File: config.mk
export PLATFORM = sky130hd
export DESIGN_NAME = mem_power_sequencer
export DESIGN_NICKNAME = d
export VERILOG_FILES = /design/src/rtl/mem_pwr_pkg.sv /design/src/rtl/mem_bank_pwr_fsm.sv /design/src/rtl/mem_power_sequencer.sv
export SDC_FILE = /design/constraint.sdc
export NUM_CORES = 1
export LEC_CHECK = 0
export BUFFER_PORTS_ARGS = -buffer_cell sky130_fd_sc_hd__buf_4
export CORE_MARGIN = 4
export CORE_UTILIZATION = 37
export CTS_CLUSTER_DIAMETER = 200
export DETAILED_ROUTE_END_ITERATION = 8
export PLACE_DENSITY = 0.7
export SLEW_MARGIN = 5
export SYNTH_ARGS = -nofsm -noshare
export SYNTH_HDL_FRONTEND = slang
export SYNTH_SLANG_ARGS = --single-unit
File: constraint.sdc
create_clock -name clk -period 2.05 [get_ports clk]
set_clock_uncertainty 0.1 [all_clocks]
set_input_delay 0.205 -clock clk [delete_from_list [all_inputs] [get_ports clk]]
set_output_delay 0.205 -clock clk [all_outputs]
set_load 0.01 [all_outputs]
File: src/rtl/mem_pwr_pkg.sv
// Shared types for the banked-SRAM power sequencer.
package mem_pwr_pkg;

    typedef enum logic [1:0] {
        BANK_SLEEP  = 2'd0,
        BANK_WAKING = 2'd1,
        BANK_ON     = 2'd2
    } bank_state_e;

endpackage

File: src/rtl/mem_bank_pwr_fsm.sv
// Per-bank power FSM: SLEEP -> WAKING (fixed latency) -> ON -> SLEEP after idle timeout.
module mem_bank_pwr_fsm
    import mem_pwr_pkg::*;
#(
    parameter int IDLE_TIMEOUT = 64,
    parameter int WAKE_CYCLES  = 4
) (
    input  logic       clk,
    input  logic       rst_n,
    input  logic       hit,
    input  logic       access,
    input  logic       force_sleep,
    output logic [1:0] state,
    output logic       sleep
);

    localparam int IW = $clog2(IDLE_TIMEOUT + 1);
    localparam int WW = $clog2(WAKE_CYCLES + 1);
    localparam logic [IW-1:0] IDLE_LAST = IW'(IDLE_TIMEOUT - 1);
    localparam logic [WW-1:0] WAKE_LAST = WW'(WAKE_CYCLES - 1);

    bank_state_e   state_q, state_nxt;
    logic [IW-1:0] idle_q, idle_nxt;
    logic [WW-1:0] wake_q, wake_nxt;

    always_ff @(posedge clk or negedge rst_n) begin
        if (!rst_n) begin
            state_q <= BANK_SLEEP;
            idle_q  <= '0;
            wake_q  <= '0;
        end else begin
            state_q <= state_nxt;
            idle_q  <= idle_nxt;
            wake_q  <= wake_nxt;
        end
    end

    always_comb begin
        state_nxt = state_q;
        idle_nxt  = idle_q;
        wake_nxt  = wake_q;
        case (state_q)
            BANK_SLEEP: begin
                if (hit) begin
                    state_nxt = BANK_WAKING;
                    wake_nxt  = '0;
                end
            end
            BANK_WAKING: begin
                if (wake_q == WAKE_LAST) begin
                    state_nxt = BANK_ON;
                    idle_nxt  = '0;
                end else begin
                    wake_nxt = wake_q + 1'b1;
                end
            end
            BANK_ON: begin
                // An access in the expiry cycle keeps the bank on.
                if (access) begin
                    idle_nxt = '0;
                end else if (idle_q == IDLE_LAST) begin
                    state_nxt = BANK_SLEEP;
                end else if (idle_q != '1) begin
                    idle_nxt = idle_q + 1'b1;
                end
            end
            default: state_nxt = BANK_SLEEP;
        endcase
        if (force_sleep) begin
            state_nxt = BANK_SLEEP;
        end
    end

    assign state = state_q;
    assign sleep = (state_q == BANK_SLEEP);

endmodule

File: src/rtl/mem_power_sequencer.sv
// Power sequencer and access gate for a banked SRAM: wakes the addressed bank on
// demand, sleeps idle banks, and holds requests off until the target bank is ON.
module mem_power_sequencer
    import mem_pwr_pkg::*;
#(
    parameter  int NUM_BANKS    = 4,
    parameter  int BANK_SIZE    = 256,
    parameter  int WIDTH        = 32,
    parameter  int IDLE_TIMEOUT = 64,
    parameter  int WAKE_CYCLES  = 4,
    localparam int AW           = $clog2(NUM_BANKS * BANK_SIZE),
    localparam int BW           = $clog2(NUM_BANKS)
) (
    input  logic                 clk,
    input  logic                 rst_n,
    input  logic                 force_sleep,
    input  logic                 req_valid,
    output logic                 req_ready,
    input  logic                 req_wr,
    input  logic [AW-1:0]        req_addr,
    input  logic [WIDTH-1:0]     req_wdata,
    output logic                 mem_wr_en,
    output logic [AW-1:0]        mem_addr,
    output logic [WIDTH-1:0]     mem_wr_data,
    output logic [NUM_BANKS-1:0] bank_sleep,
    output logic                 all_asleep
);

    // Handshake: a transfer happens in any cycle with req_valid && req_ready.
    // req_ready never looks at req_valid; it only reflects that the addressed
    // bank is ON and no global sleep is requested. The requester holds
    // valid/wr/addr/wdata stable until the transfer.

    logic [BW-1:0]        bank_sel;
    logic [NUM_BANKS-1:0] hit;
    logic [NUM_BANKS-1:0] access;
    logic [1:0]           bank_state [NUM_BANKS];

    assign bank_sel = req_addr[AW-1 -: BW];

    for (genvar i = 0; i < NUM_BANKS; i++) begin : g_bank
        assign hit[i]    = req_valid && (bank_sel == BW'(i));
        assign access[i] = hit[i] && req_ready;

        mem_bank_pwr_fsm #(
            .IDLE_TIMEOUT (IDLE_TIMEOUT),
            .WAKE_CYCLES  (WAKE_CYCLES)
        ) u_fsm (
            .clk         (clk),
            .rst_n       (rst_n),
            .hit         (hit[i]),
            .access      (access[i]),
            .force_sleep (force_sleep),
            .state       (bank_state[i]),
            .sleep       (bank_sleep[i])
        );
    end

    assign req_ready   = (bank_state[bank_sel] == BANK_ON) && !force_sleep;
    assign mem_wr_en   = req_valid && req_ready && req_wr;
    assign mem_addr    = req_addr;
    assign mem_wr_data = req_wdata;
    assign all_asleep  = &bank_sleep;

endmodule

=== Yosys cells after proc, flatten, opt, wreduce, memory -nomap -nowiden ===
Cells that the tools add are included.

* $mul: 0
* Shift operators: 0
* $lt $le $gt $ge: 1
* Reduce and logical (&&, ||, !) cells: 38
* Add/subtract/negate cells: 8
* Eq/ne operators: 60
* Divide/modulo/power cells: 0
* Muxes and demuxes: 59
* Bitwise gates (word level): 1

{| class="wikitable"
|+ Operator list
! kind !! count
|-
| $mux 7 || 16
|-
| $pmux 7 s2 || 4
|-
| $ne 3x2->1 const B || 16
|-
| $mux 2 || 22
|-
| $reduce_and 4->1 || 9
|-
| $add 7x1->7 const B || 4
|-
| $eq 7x6->1 const B || 4
|-
| $ne 7x7->1 const B || 4
|-
| $mux 3 || 8
|-
| $pmux 2 s3 || 4
|-
| $pmux 3 s2 || 4
|-
| $ne 2x1->1 const B || 8
|-
| $reduce_bool 2->1 || 8
|-
| $eq 2x2->1 const B || 7
|-
| $add 3x1->3 const B || 4
|-
| $eq 3x2->1 const B || 4
|-
| $ne 3x1->1 const B || 4
|-
| $ne 3x3->1 const B || 4
|-
| $reduce_and 3->1 || 4
|-
| $logic_and 1x1->1 || 11
|-
| $eq 2x1->1 const B || 5
|-
| $logic_not 2->1 || 5
|-
| $ne 2x2->1 const B || 4
|-
| $bmux 2 s2 || 1
|-
| other kinds (3) || 3
|}

* Output and inout port bits: 49
* Bits in writable memories: 0
* Input bits: 47
* Register bits: 48
* Memories: 0
* Bits in latches: 0
* Logic and storage cells: 179
* Bits in read-only memories: 0

=== Longest topological paths before layout ===
Gate-level depths: netlist of run 1.

* Depth in word-level cells: 10
* Depth in mapped cells: 7
* Gate-level depth less buffers: 6

=== Cells and area by module ===
A second synthesis of run 1 with hierarchy kept.

* Cell total of the unflattened synthesis: 332
* Area total of the unflattened synthesis: 3,206.8 sq um

{| class="wikitable"
|+ By module, submodules not included
! module !! instances !! sequential area each (sq um) !! area an instance (sq um) !! cells an instance
|-
| mem_bank_pwr_fsm || 4 || 300.3 || 685.7 || 68
|-
| mem_power_sequencer || 1 || 0.0 || 464.2 || 60
|}

=== Worst setup path after synthesis of run 1 ===
Ideal clock, no wire load.

* Path type: register to register
* Start point: reg g_bank[0].u_fsm.wake_q[0]
* End point: reg g_bank[0].u_fsm.idle_q[0]
* Data required time: 1.825 ns
* Library setup time: 0.125 ns
* Clock period less this slack: 1.939 ns
* Slack: 0.111 ns
* Data arrival time: 1.714 ns
* Stages on the path, launching flop included: 8
* Buffers on the path: 1
* Cell sequence: dfrtp_1 ha_1 ha_1 nand2b_1 and2_1 clkbuf_1 nor3b_1 mux2_2

* Word-level cells in the longest chain between the ends: 3

{| class="wikitable"
|+ Ends and longest elaborated chain
! element !! RTL line !! source
|-
| start: declaration || mem_bank_pwr_fsm.sv:24 || <nowiki>logic [WW-1:0] wake_q, wake_nxt;</nowiki>
|-
| start signal: assignment || mem_bank_pwr_fsm.sv:34 || <nowiki>wake_q <= wake_nxt;</nowiki>
|-
| $eq 3x2->1 || mem_bank_pwr_fsm.sv:50 || <nowiki>if (wake_q == WAKE_LAST) begin</nowiki>
|-
| $ne 2x1->1 (no line) || n/a ||
|-
| $reduce_and 4->1 (no line) || n/a ||
|-
| end signal: assignment || mem_bank_pwr_fsm.sv:33 || <nowiki>idle_q <= idle_nxt;</nowiki>
|-
| end: declaration || mem_bank_pwr_fsm.sv:23 || <nowiki>logic [IW-1:0] idle_q, idle_nxt;</nowiki>
|}

No other way between the ends.
A chain may end at the register's enable or synchronous reset.

=== Worst setup path after layout of run 1 ===
* Start point: reg g_bank[3].u_fsm.state_q[0]
* End point: out mem_wr_en

* Word-level cells in the longest chain between the ends: 7

{| class="wikitable"
|+ Ends and longest elaborated chain
! element !! RTL line !! source
|-
| start: declaration || mem_bank_pwr_fsm.sv:22 || <nowiki>bank_state_e state_q, state_nxt;</nowiki>
|-
| start signal: assignment || mem_bank_pwr_fsm.sv:32 || <nowiki>state_q <= state_nxt;</nowiki>
|-
| $bmux 2 s2 || mem_power_sequencer.sv:59 || <nowiki>assign req_ready = (bank_state[bank_sel] == BANK_ON) && !force_sleep;</nowiki>
|-
| $mux 2 (not written as such) (2 in series) || mem_power_sequencer.sv:59 ||
|-
| $eq 2x2->1 || mem_power_sequencer.sv:59 ||
|-
| $logic_and 1x1->1 || mem_power_sequencer.sv:59 ||
|-
| $logic_and 1x1->1 (2 in series) || mem_power_sequencer.sv:60 || <nowiki>assign mem_wr_en = req_valid && req_ready && req_wr;</nowiki>
|-
| end: declaration || mem_power_sequencer.sv:22 || <nowiki>output logic mem_wr_en,</nowiki>
|}

No other way between the ends. The select of a mux whose other input is x is not followed.

==> results.sh, run 1 <==
export IMPL_outcome="finished, final reports clean"
export IMPL_tritoncts="yes"
export IMPL_clk_pin_slew_ns=0.10
export IMPL_synth_edff_count=0
export IMPL_io_pins=96
export IMPL_route_vias_total=2647
export IMPL_die_area_um2=11030
export IMPL_holdPathStages=2
export IMPL_power_density_nw_per_um2=869.6
export IMPL_first_pass_grt_wire_length_mm=11.52
export IMPL_synth_seq_area_share=0.3447
export IMPL_cp_buffers_inverters=1
export IMPL_worst_pin_slew_ns=0.6200
export IMPL_grt_start_max_net_pins=49
export IMPL_r2r_start="g_bank[3].u_fsm.state[0]"
export IMPL_routed_via_density=5.632
export IMPL_ys_types=53
export IMPL_synthToLayoutAreaGrowth_pct=4.022
export IMPL_kind_of_critical_path="reg -> out"
export IMPL_ctsRootBufferMaster="sky130_fd_sc_hd__clkbuf_8"
export IMPL_cts_sinks=48
export IMPL_smallest_hold_slack_ns=0.07088
export IMPL_routed_wire_length_per_instance_um=14.20
export IMPL_timing_slew_headroom=0.5867
export IMPL_synth_net_count=452
export IMPL_final_layout_size_suffix_gt1_frac=0.1783
export IMPL_dpl_instance_area_um2=3437
export IMPL_cts_max_level=2
export IMPL_yosysWarningCount=0
export IMPL_peakVddDrop_mv=0.3108
export IMPL_drt_pass1_iterations=4
export IMPL_rsz0062_at_grt="yes"
export IMPL_post_route_util=0.3942
export IMPL_startpoint_type="flip-flop"
export IMPL_num_fill_cells=889
export IMPL_worst_r2r_endpoint="g_bank[3].u_fsm.state[1]"
export IMPL_endpoint_kind="output pin"
export IMPL_syn_instance_count=377
export IMPL_timing_critical_path_required_ns=1.75
export IMPL_clockBufferDepth=2
export IMPL_postLayoutCellArea_um2=3625
export IMPL_post_route_drc_count=0
export IMPL_detail_route_iter0_violations=132
export IMPL_achievable_frequency_mhz=501.2
export IMPL_place_detailed_hpwl_mm=4.915
export IMPL_number_of_synthesized_register_bits=48
export IMPL_timing_hold_worst_endpoint="g_bank[3].u_fsm.state[0]"
export IMPL_drtAntennaViolNets=0
export IMPL_grt_pass1_vias=2672
export IMPL_sequentialPowerShare=0.369
export IMPL_hold_path_class="in -> reg"
export IMPL_drt_wl_total_mm=6.673
export IMPL_clock_power_share=0.211
export IMPL_ys_flop_type="sky130_fd_sc_hd__dfrtp_1"
export IMPL_io_buffer_count=15
export IMPL_finalHoldViolCount=0
export IMPL_mean_instance_size_in_the_synthesized_netlist_um2=9.243
export IMPL_gp_routability_congestion=0.7813
export IMPL_reg2regPathDepth=7
export IMPL_worstPathMaxFanout=3
export IMPL_clk_insertion_delay_late_ns=0.30
export IMPL_ff2ff_setup_slack_ns=0.11
export IMPL_min_period_over_period=0.9732
export IMPL_cts_buffers=5
export IMPL_cp_slowest_stage_delay_ns=0.40
export IMPL_die_w_um=105.0
export IMPL_grt_usage=0.1240
export IMPL_placeableCoreArea_um2=9196
export IMPL_max_cap_violations=0
export IMPL_grt_ovfl_total=0
export IMPL_total_power_mw=3.152
export IMPL_setup_viol=0
export IMPL_share_comb_of_total_power=0.421
export IMPL_worstPathCellList="nand2b_4 -> mux2_4 -> a211oi_4 -> and3_1 -> buf_4"
export IMPL_timing_final_ws_setup_ns=0.05490
export IMPL_antenna_cells=0
export IMPL_cpLargestDelayFamily="flip-flops"
export IMPL_worstPathArrival_ns=1.69
export IMPL_switching_power_mw=1.149
export IMPL_post_place_ws_ns=0.1078
export IMPL_hp_start="force_sleep"
export IMPL_num_nets_final=435
export IMPL_slew_viol_final=0
export IMPL_synthesis_area_um2=3485
export IMPL_leakage_nw=1.587
export IMPL_antenna_found_initial=0
export IMPL_switching_share=0.3646
export IMPL_synth_async_reset_ratio=1.000
export IMPL_final_min_clock_period_ns=1.995
export IMPL_internal_power_consumption_mw=2.003
export IMPL_chipHeight_um=105.0
export IMPL_standard_cell_rows=35
export IMPL_start_util=0.3789
export IMPL_cp_slowest_cell="sky130_fd_sc_hd__dfrtp_1"
==> worst max path at each step <==
stage                                      endpoint  slack, ns  cells past startpoint                 startpoint
final                                     mem_wr_en       0.05                      5   g_bank[3].u_fsm.state[0]
after global routing                      mem_wr_en      -0.02                      5   g_bank[3].u_fsm.state[0]
after CTS                                 mem_wr_en       0.03                      5   g_bank[3].u_fsm.state[0]
after detailed placement  g_bank[3].u_fsm.idle_q[0]       0.11                      6  g_bank[3].u_fsm.wake_q[0]
after global placement    g_bank[3].u_fsm.idle_q[0]       0.19                      6  g_bank[3].u_fsm.wake_q[0]
after floorplan           g_bank[0].u_fsm.idle_q[0]       0.11                      7  g_bank[0].u_fsm.wake_q[0]
==> synthesized netlist by cell type (6+ instances only) <==
cell type                  instances  area share
sky130_fd_sc_hd__a21oi_1          28       0.040
sky130_fd_sc_hd__a22o_1           15       0.038
sky130_fd_sc_hd__and2_1            7       0.013
sky130_fd_sc_hd__and3_1            7       0.013
sky130_fd_sc_hd__buf_4            46       0.099
sky130_fd_sc_hd__dfrtp_1          48        0.34
sky130_fd_sc_hd__ha_1             28        0.10
sky130_fd_sc_hd__inv_1            23       0.025
sky130_fd_sc_hd__mux2_2            6       0.019
sky130_fd_sc_hd__mux2i_1           6       0.017
sky130_fd_sc_hd__nand2_1          32       0.034
sky130_fd_sc_hd__nand2b_1          8       0.014
sky130_fd_sc_hd__nor2_1           11       0.012
sky130_fd_sc_hd__nor3_1            6      0.0086
sky130_fd_sc_hd__nor3b_1           6       0.013
sky130_fd_sc_hd__o21ai_0          19       0.027
==> metal layers <==
metal | share of wire | vias up | GRT usage | wire length [µm]
met4 | 0.019 | 0 | 0.04967 | 127
met2 | 0.50 | 60 | 0.2191 | 3317
met3 | 0.053 | 21 | 0.03891 | 354
met1 | 0.43 | 1285 | 0.1376 | 2874
li1 | - | 1281 | - | -
met5 | 0 | - | 0 | 0
==> cell families after synthesis <==
| family | count (synthesis) | synth area share |
|---|---|---|
| compound gates | 112 | 0.2237 |
| fa+ha+maj | 28 | 0.1005 |
| buf+inv | 76 | 0.1321 |
| flops | 48 | 0.3447 |
| mux | 12 | 0.03662 |
| simple gates | 101 | 0.1623 |
==> state kept, by name, summed over array words and instances (netlist names) <==
register and flops:
g_bank.u_fsm.wake_q 12, g_bank.u_fsm.state 8, g_bank.u_fsm.idle_q 28
==> power by group through the flow <==
stage | Combinational, mW | Sequential, mW | Clock (mW)
2_1_floorplan | 1.02 | 1.16 | 0
3_3_place_gp | 1.24 | 1.17 | 0
3_5_place_dp | 1.27 | 1.18 | 0
4_1_cts | 1.31 | 1.16 | 0.683
5_1_grt | 1.51 | 1.18 | 0.724
6_report | 1.33 | 1.16 | 0.664
==> stage by stage <==
stage | instances | TNS [ns]
final | 470 | 0
after CTS | 469 | 0
after floorplan | 377 | 0
after global routing | 470 | -0.02271
after global placement | 460 | 0
after detailed placement | 460 | 0
==> cells in the final DEF (no fill, tap or decap), types with 6 or more instances in the layout <==
cell / n
sky130_fd_sc_hd__and2_1: 6
sky130_fd_sc_hd__a22o_1: 15
sky130_fd_sc_hd__nor2_1: 11
sky130_fd_sc_hd__and3_1: 7
sky130_fd_sc_hd__nand2b_1: 6
sky130_fd_sc_hd__dfrtp_1: 48
sky130_fd_sc_hd__nor3_1: 6
sky130_fd_sc_hd__nand2_1: 32
sky130_fd_sc_hd__o21ai_0: 19
sky130_fd_sc_hd__mux2i_1: 6
sky130_fd_sc_hd__inv_1: 22
sky130_fd_sc_hd__a21oi_1: 28
sky130_fd_sc_hd__buf_4: 28
sky130_fd_sc_hd__ha_1: 27
==> area by class of cell <==
class	count	area [µm²]	area share
clock inverter	1	30.03	0.008284
tap	111	138.9	0.03832
clock buffer	5	68.82	0.01899
multi-input combinational	253	1879	0.5185
inverter	23	86.33	0.02382
timing repair buffer	29	220.2	0.06075
sequential	48	1201	0.3314
==> what timing repair did <==
| action | in CTS | in global routing |
|---|---|---|
| hold buffers | 1 | 0 |
| hold endpoints to repair | 48 | 0 |
| setup endpoints to repair | 2 | 10 |
| cloned | 0 | 0 |
| setup buffers | 2 | 1 |
| pin swaps | 1 | 2 |
| gates resized for setup | 1 | 11 |
Power figures use the tool's default switching activity.
==> run 2, diff against run 1 <==
--- a/config.mk
+++ b/config.mk
@@ -6,11 +6,14 @@
 export NUM_CORES = 1
 export LEC_CHECK = 0
 export BUFFER_PORTS_ARGS = -buffer_cell sky130_fd_sc_hd__buf_4
+export CELL_PAD_IN_SITES_DETAIL_PLACEMENT = 1
+export CELL_PAD_IN_SITES_GLOBAL_PLACEMENT = 2
+export CORE_ASPECT_RATIO = 0.9
 export CORE_MARGIN = 4
-export CORE_UTILIZATION = 37
+export CORE_UTILIZATION = 28
 export CTS_CLUSTER_DIAMETER = 200
 export DETAILED_ROUTE_END_ITERATION = 8
-export PLACE_DENSITY = 0.7
+export PLACE_DENSITY = 0.84
 export SLEW_MARGIN = 5
 export SYNTH_ARGS = -nofsm -noshare
 export SYNTH_HDL_FRONTEND = slang
==> run 2 against run 1 <==
Effect of this change:
- wire length is 16% higher
- maximum frequency is 2.0% higher
- design area is 3.9% higher
- clock power is 52% higher
- cell count is 11% higher
- sequential share of layout area is 1.2 points lower
- worst hold slack better by 0.018 ns
- highest routed layer unchanged
- utilization is 8.4 points lower
- register-to-register slack better by 0.03 ns
==> results.sh, run 2 (synthesized netlist as in run 1, its figures left out) <==
export IMPL_cts_max_level=2
export IMPL_drt_wl_total_mm=7.758
export IMPL_chipHeight_um=113.8
export IMPL_final_layout_size_suffix_gt1_frac=0.1818
export IMPL_antenna_cells=0
export IMPL_cts_buffers=5
export IMPL_clockBufferDepth=2
export IMPL_routed_via_density=5.107
export IMPL_tritoncts="yes"
export IMPL_num_nets_final=437
export IMPL_cp_slowest_stage_delay_ns=0.41
export IMPL_layout_cells_most_common="sky130_fd_sc_hd__dfrtp_1"
export IMPL_routed_wire_length_per_instance_um=14.83
export IMPL_gp_routability_congestion=0.7772
export IMPL_detail_route_iter0_violations=121
export IMPL_standard_cell_rows=38
export IMPL_min_period_over_period=0.9538
export IMPL_grt_ovfl_total=0
export IMPL_outcome="finished, final reports clean"
export IMPL_smallest_hold_slack_ns=0.08871
export IMPL_first_pass_grt_wire_length_mm=13.73
export IMPL_largest_register_ff_count=28
export IMPL_finalHoldViolCount=0
export IMPL_reg2regPathDepth=6
export IMPL_endpoint_kind="output pin"
export IMPL_place_detailed_hpwl_mm=5.727
export IMPL_die_w_um=125.6
export IMPL_worst_pin_slew_ns=0.6485
export IMPL_holdPathStages=2
export IMPL_power_density_nw_per_um2=933.9
export IMPL_antenna_found_initial=0
export IMPL_route_vias_total=2671
export IMPL_die_area_um2=14300
export IMPL_placeableCoreArea_um2=12120
export IMPL_cts_sinks=48
export IMPL_peakVddDrop_mv=0.3753
export IMPL_io_buffer_count=15
export IMPL_kind_of_critical_path="reg -> out"
export IMPL_synthToLayoutAreaGrowth_pct=8.079
export IMPL_drtAntennaViolNets=0
export IMPL_startpoint_type="flip-flop"
export IMPL_total_power_mw=3.517
export IMPL_hold_path_class="in -> reg"
export IMPL_regMostFlops="g_bank.u_fsm.idle_q"
export IMPL_start_util=0.2874
export IMPL_most_frequent_cells_in_the_layout="48 x sky130_fd_sc_hd__dfrtp_1, 32 x sky130_fd_sc_hd__nand2_1, 30 x sky130_fd_sc_hd__buf_4, 28 x sky130_fd_sc_hd__a21oi_1, 28 x sky130_fd_sc_hd__ha_1"
export IMPL_num_fill_cells=1413
export IMPL_post_route_drc_count=0
export IMPL_leakage_nw=1.631
export IMPL_critical_path_depth=5
export IMPL_worstPathArrival_ns=1.65
export IMPL_slew_viol_final=0
export IMPL_worstPathCellList="nand2b_4 -> mux2_2 -> a211oi_2 -> and3_1 -> buf_4"
export IMPL_ctsRootBufferMaster="sky130_fd_sc_hd__clkbuf_16"
export IMPL_worstPathMaxFanout=4
export IMPL_io_pins=96
export IMPL_cp_slowest_cell="sky130_fd_sc_hd__dfrtp_1"
export IMPL_grt_start_max_net_pins=49
export IMPL_cp_buffers_inverters=1
export IMPL_max_cap_violations=0
export IMPL_clk_pin_slew_ns=0.07
export IMPL_clk_insertion_delay_late_ns=0.30
export IMPL_timing_slew_headroom=0.5677
export IMPL_setup_viol=0
export IMPL_cpLargestDelayFamily="flip-flops"
export IMPL_final_min_clock_period_ns=1.955
export IMPL_grt_usage=0.1166
export IMPL_drt_pass1_iterations=4
export IMPL_timing_critical_path_required_ns=1.75
export IMPL_achievable_frequency_mhz=511.4
export IMPL_grt_pass1_vias=2825
## run 2: changes by cell type in the layout (fill, tap and decap cells not counted), sizes merged
cell    change
clkbuf      +2
buf         +2
## run 2: repair_timing
action | CTS | global route
endpoints found under the hold margin | 48 | 0
cloned | 0 | 0
hold buffers | 1 | 0
setup buffers | 0 | 1
gates resized for setup | 3 | 5
setup endpoints to repair | 1 | 10
pin swaps | 0 | 1
## run 2: metrics by stage
stage | TNS, ns | std cells | setup WS, ns | utilization | area [µm²]
after detailed placement | 0 | 513 | 0.1152 | 0.2910 | 3528
after global placement | 0 | 513 | 0.1718 | 0.2910 | 3528
after floorplan | 0 | 377 | 0.1115 | - | 3485
after CTS | 0 | 522 | 0.005307 | 0.3086 | 3741
after global routing | -0.005750 | 523 | -0.005750 | 0.3106 | 3766
final | 0 | 523 | 0.09471 | 0.3106 | 3766
## run 2: final cells by class
cell class	instances	area, µm²	area share
Multi-Input combinational cell	253	1861	0.4940
Sequential cell	48	1201	0.3189
Timing Repair Buffer	31	235.2	0.06246
Tap cell	160	200.2	0.05316
Clock buffer	7	152.6	0.04053
Inverter	23	86.33	0.02292
Clock inverter	1	30.03	0.007973
## run 2: worst paths after layout
path / start / endpoint / slack (ns)
hold / removal: force_sleep / g_bank[3].u_fsm.state[1] / 0.09
max in group asynchronous: rst_n / g_bank[0].u_fsm.idle_q[6] / 1.02
setup / recovery: g_bank[3].u_fsm.state[0] / mem_wr_en / 0.09
hold reg to reg: g_bank[3].u_fsm.idle_q[6] / g_bank[3].u_fsm.idle_q[6] / 0.43
min in group asynchronous: rst_n / g_bank[1].u_fsm.state[1] / 0.38
setup reg to reg: g_bank[2].u_fsm.wake_q[0] / g_bank[2].u_fsm.idle_q[0] / 0.14
## run 2: where the power goes
part	switching, mW	internal, mW
Clock	0.366	0.643
Combinational	0.751	0.586
Sequential	0.114	1.06
Total	1.23	2.29
## run 2: metal layers
| layer | routed length, µm | part of all wire | GRT usage |
|---|---|---|---|
| met5 | 0 | 0 | 0 |
| met1 | 3696 | 0.48 | 0.1481 |
| met2 | 3622 | 0.47 | 0.1907 |
| met4 | 165 | 0.021 | 0.04841 |
| met3 | 274 | 0.035 | 0.02856 |
==> run 3, diff against run 2 <==
==> constraint.sdc (replaced) <==
create_clock -name clk -period 2.05 [get_ports clk]
set_clock_uncertainty 0.1 [all_clocks]
set_input_delay 0.205 -clock clk [delete_from_list [all_inputs] [get_ports clk]]
set_output_delay 0.205 -clock clk [all_outputs]
set_load 0.005 [all_outputs]
==> run 3 against run 2 <==
Effect of this change:
- combinational power barely moved
- maximum frequency fell by 1.2%
- wire length rose by 2.5%
- non-clock buffer count rose by 1
- first-iteration DRC count fell by 19%
- die area did not move
- total power fell by 1.5%
- design area fell by 0.13%
- sequential cell count did not move
- critical path depth did not move
- global-route usage fell by 0.18 points
- via count rose by 1.1%
- critical path type unchanged
- largest power group unchanged
==> results.sh, run 3 (synthesized netlist as in run 1, its figures left out) <==
export IMPL_num_nets_final=438
export IMPL_setup_viol=0
export IMPL_detail_route_iter0_violations=98
export IMPL_place_detailed_hpwl_mm=5.892
export IMPL_tritoncts="yes"
export IMPL_startpoint_type="flip-flop"
export IMPL_ff2ff_setup_slack_ns=0.14
export IMPL_grt_pass1_vias=2750
export IMPL_clockBufferDepth=2
export IMPL_max_cap_violations=0
export IMPL_leakage_nw=1.632
export IMPL_endpoint_kind="output pin"
export IMPL_dpl_cell_count=513
export IMPL_reg2regPathDepth=6
export IMPL_power_density_nw_per_um2=920.8
export IMPL_num_fill_cells=1406
export IMPL_drt_wl_total_mm=7.951
export IMPL_drtAntennaViolNets=0
export IMPL_setup_tns_final_ns=0
export IMPL_finalHoldViolCount=0
export IMPL_kind_of_critical_path="reg -> out"
export IMPL_die_w_um=125.6
export IMPL_synthToLayoutAreaGrowth_pct=7.935
export IMPL_post_place_ws_ns=0.1176
export IMPL_die_area_um2=14300
export IMPL_worst_pin_slew_ns=0.6349
export IMPL_standard_cell_rows=38
export IMPL_slew_viol_final=0
export IMPL_grt_usage=0.1149
export IMPL_ctsRootBufferMaster="sky130_fd_sc_hd__clkbuf_16"
export IMPL_regMostFlops="g_bank.u_fsm.idle_q"
export IMPL_placeableCoreArea_um2=12120
export IMPL_sequential_cell_area_um2=1201
export IMPL_worstPathMaxFanout=3
export IMPL_holdPathStages=2
export IMPL_chipHeight_um=113.8
export IMPL_total_power_mw=3.463
export IMPL_timing_hold_worst_endpoint="g_bank[3].u_fsm.state[1]"
export IMPL_gp_routability_congestion=0.7852
export IMPL_cts_buffers=5
export IMPL_peakVddDrop_mv=0.3135
export IMPL_worstPathArrival_ns=1.67
export IMPL_min_period_over_period=0.9657
export IMPL_clk_pin_slew_ns=0.07
export IMPL_r2r_start="g_bank[1].u_fsm.state[0]"
export IMPL_routed_wire_length_per_instance_um=15.17
export IMPL_most_frequent_cells_in_the_layout="48 x sky130_fd_sc_hd__dfrtp_1, 32 x sky130_fd_sc_hd__nand2_1, 31 x sky130_fd_sc_hd__buf_4, 28 x sky130_fd_sc_hd__a21oi_1, 28 x sky130_fd_sc_hd__ha_1"
export IMPL_hp_start="force_sleep"
export IMPL_achievable_frequency_mhz=505.1
export IMPL_clk_insertion_delay_late_ns=0.29
export IMPL_cts_max_level=2
export IMPL_layout_cells_most_common="sky130_fd_sc_hd__dfrtp_1"
export IMPL_outcome="finished, final reports clean"
export IMPL_io_buffer_count=15
export IMPL_hold_path_class="in -> reg"
export IMPL_final_layout_size_suffix_gt1_frac=0.1813
export IMPL_timing_final_ws_setup_ns=0.07022
export IMPL_first_pass_grt_wire_length_mm=13.64
export IMPL_grt_start_max_net_pins=49
export IMPL_antenna_cells=0
export IMPL_timing_critical_path_required_ns=1.75
export IMPL_timing_slew_headroom=0.5767
export IMPL_post_route_util=0.3102
export IMPL_largest_register_ff_count=28
export IMPL_io_pins=96
export IMPL_multi_input_gate_area_um2=1853
export IMPL_drt_pass1_iterations=4
export IMPL_worst_r2r_endpoint="g_bank[1].u_fsm.state[0]"
export IMPL_antenna_found_initial=0
export IMPL_non_filler_cells_in_the_finished_layout=524
export IMPL_route_vias_total=2700
export IMPL_start_util=0.2874
export IMPL_rsz0062_at_grt="no"
export IMPL_post_route_drc_count=0
export IMPL_routed_via_density=5.153
export IMPL_final_min_clock_period_ns=1.980
export IMPL_cts_sinks=48
export IMPL_grt_ovfl_total=0
-- run 3: cell types whose count changed in the layout (fill, tap and decap cells not counted), sizes merged --
cell / previous run / this run
buf: 30 / 31
clkbuf: 7 / 6
clkinv: 0 / 1
-- run 3: worst max path at each step --
stage / start / to / slack (ns) / cells after the start
6_report: g_bank[1].u_fsm.state[0] / mem_wr_en / 0.07 / 5
5_1_grt: g_bank[1].u_fsm.state[0] / mem_wr_en / 0.004 / 5
4_1_cts: g_bank[1].u_fsm.state[0] / mem_wr_en / 0.005 / 5
3_5_place_dp: g_bank[1].u_fsm.idle_q[0] / g_bank[1].u_fsm.state[1] / 0.12 / 5
3_3_place_gp: g_bank[3].u_fsm.state[1] / g_bank[3].u_fsm.idle_q[0] / 0.17 / 6
2_1_floorplan: g_bank[0].u_fsm.wake_q[0] / g_bank[0].u_fsm.idle_q[0] / 0.11 / 7
-- run 3: area by class of cell --
type	instances	share of cell area
Tap cell	160	0.05323
Inverter	23	0.02295
Sequential cell	48	0.3194
Multi-Input combinational cell	253	0.4927
Timing Repair Buffer	32	0.06454
Clock inverter	2	0.01031
Clock buffer	6	0.03693
-- run 3: per-layer routing --
layer  share of wire  wire length (µm)  vias to the layer above  global-route usage
met1            0.47              3730                     1359              0.1433
met5               0                 0                        -                   0
li1                -                 -                     1289                   -
met4           0.014               110                        0             0.03685
met2            0.48              3847                       33              0.1953
met3           0.033               263                       19             0.02949
-- run 3: metrics by stage --
step                      hold WS (ns)  instance area [µm²]
after floorplan                -0.1906                 3485
after global placement          0.1738                 3528
after detailed placement        0.1795                 3528
after CTS                      0.07935                 3736
after global routing           0.08635                 3761
final                          0.09040                 3761
-- run 3: what timing repair did --
item	CTS	global route
pin swaps	0	1
endpoints found under the setup margin	2	10
setup buffers	1	1
endpoints found under the hold margin	48	0
hold buffers	1	0
gates resized for setup	2	5
-- run 3: worst max-delay path: stages (launching register included) --
cell                       delay (ns)
sky130_fd_sc_hd__dfrtp_1         0.40
sky130_fd_sc_hd__nand2b_1        0.20
sky130_fd_sc_hd__mux2_2          0.29
sky130_fd_sc_hd__a211oi_2        0.21
sky130_fd_sc_hd__and3_1          0.18
sky130_fd_sc_hd__buf_4           0.10
-- run 3: power by group --
group | leakage (nW) | internal (mW) | total [mW] | switching, mW
combinational | 0.879 | 0.585 | 1.31 | 0.725
clock | 0.0871 | 0.612 | 0.981 | 0.369
sequential | 0.666 | 1.06 | 1.17 | 0.116
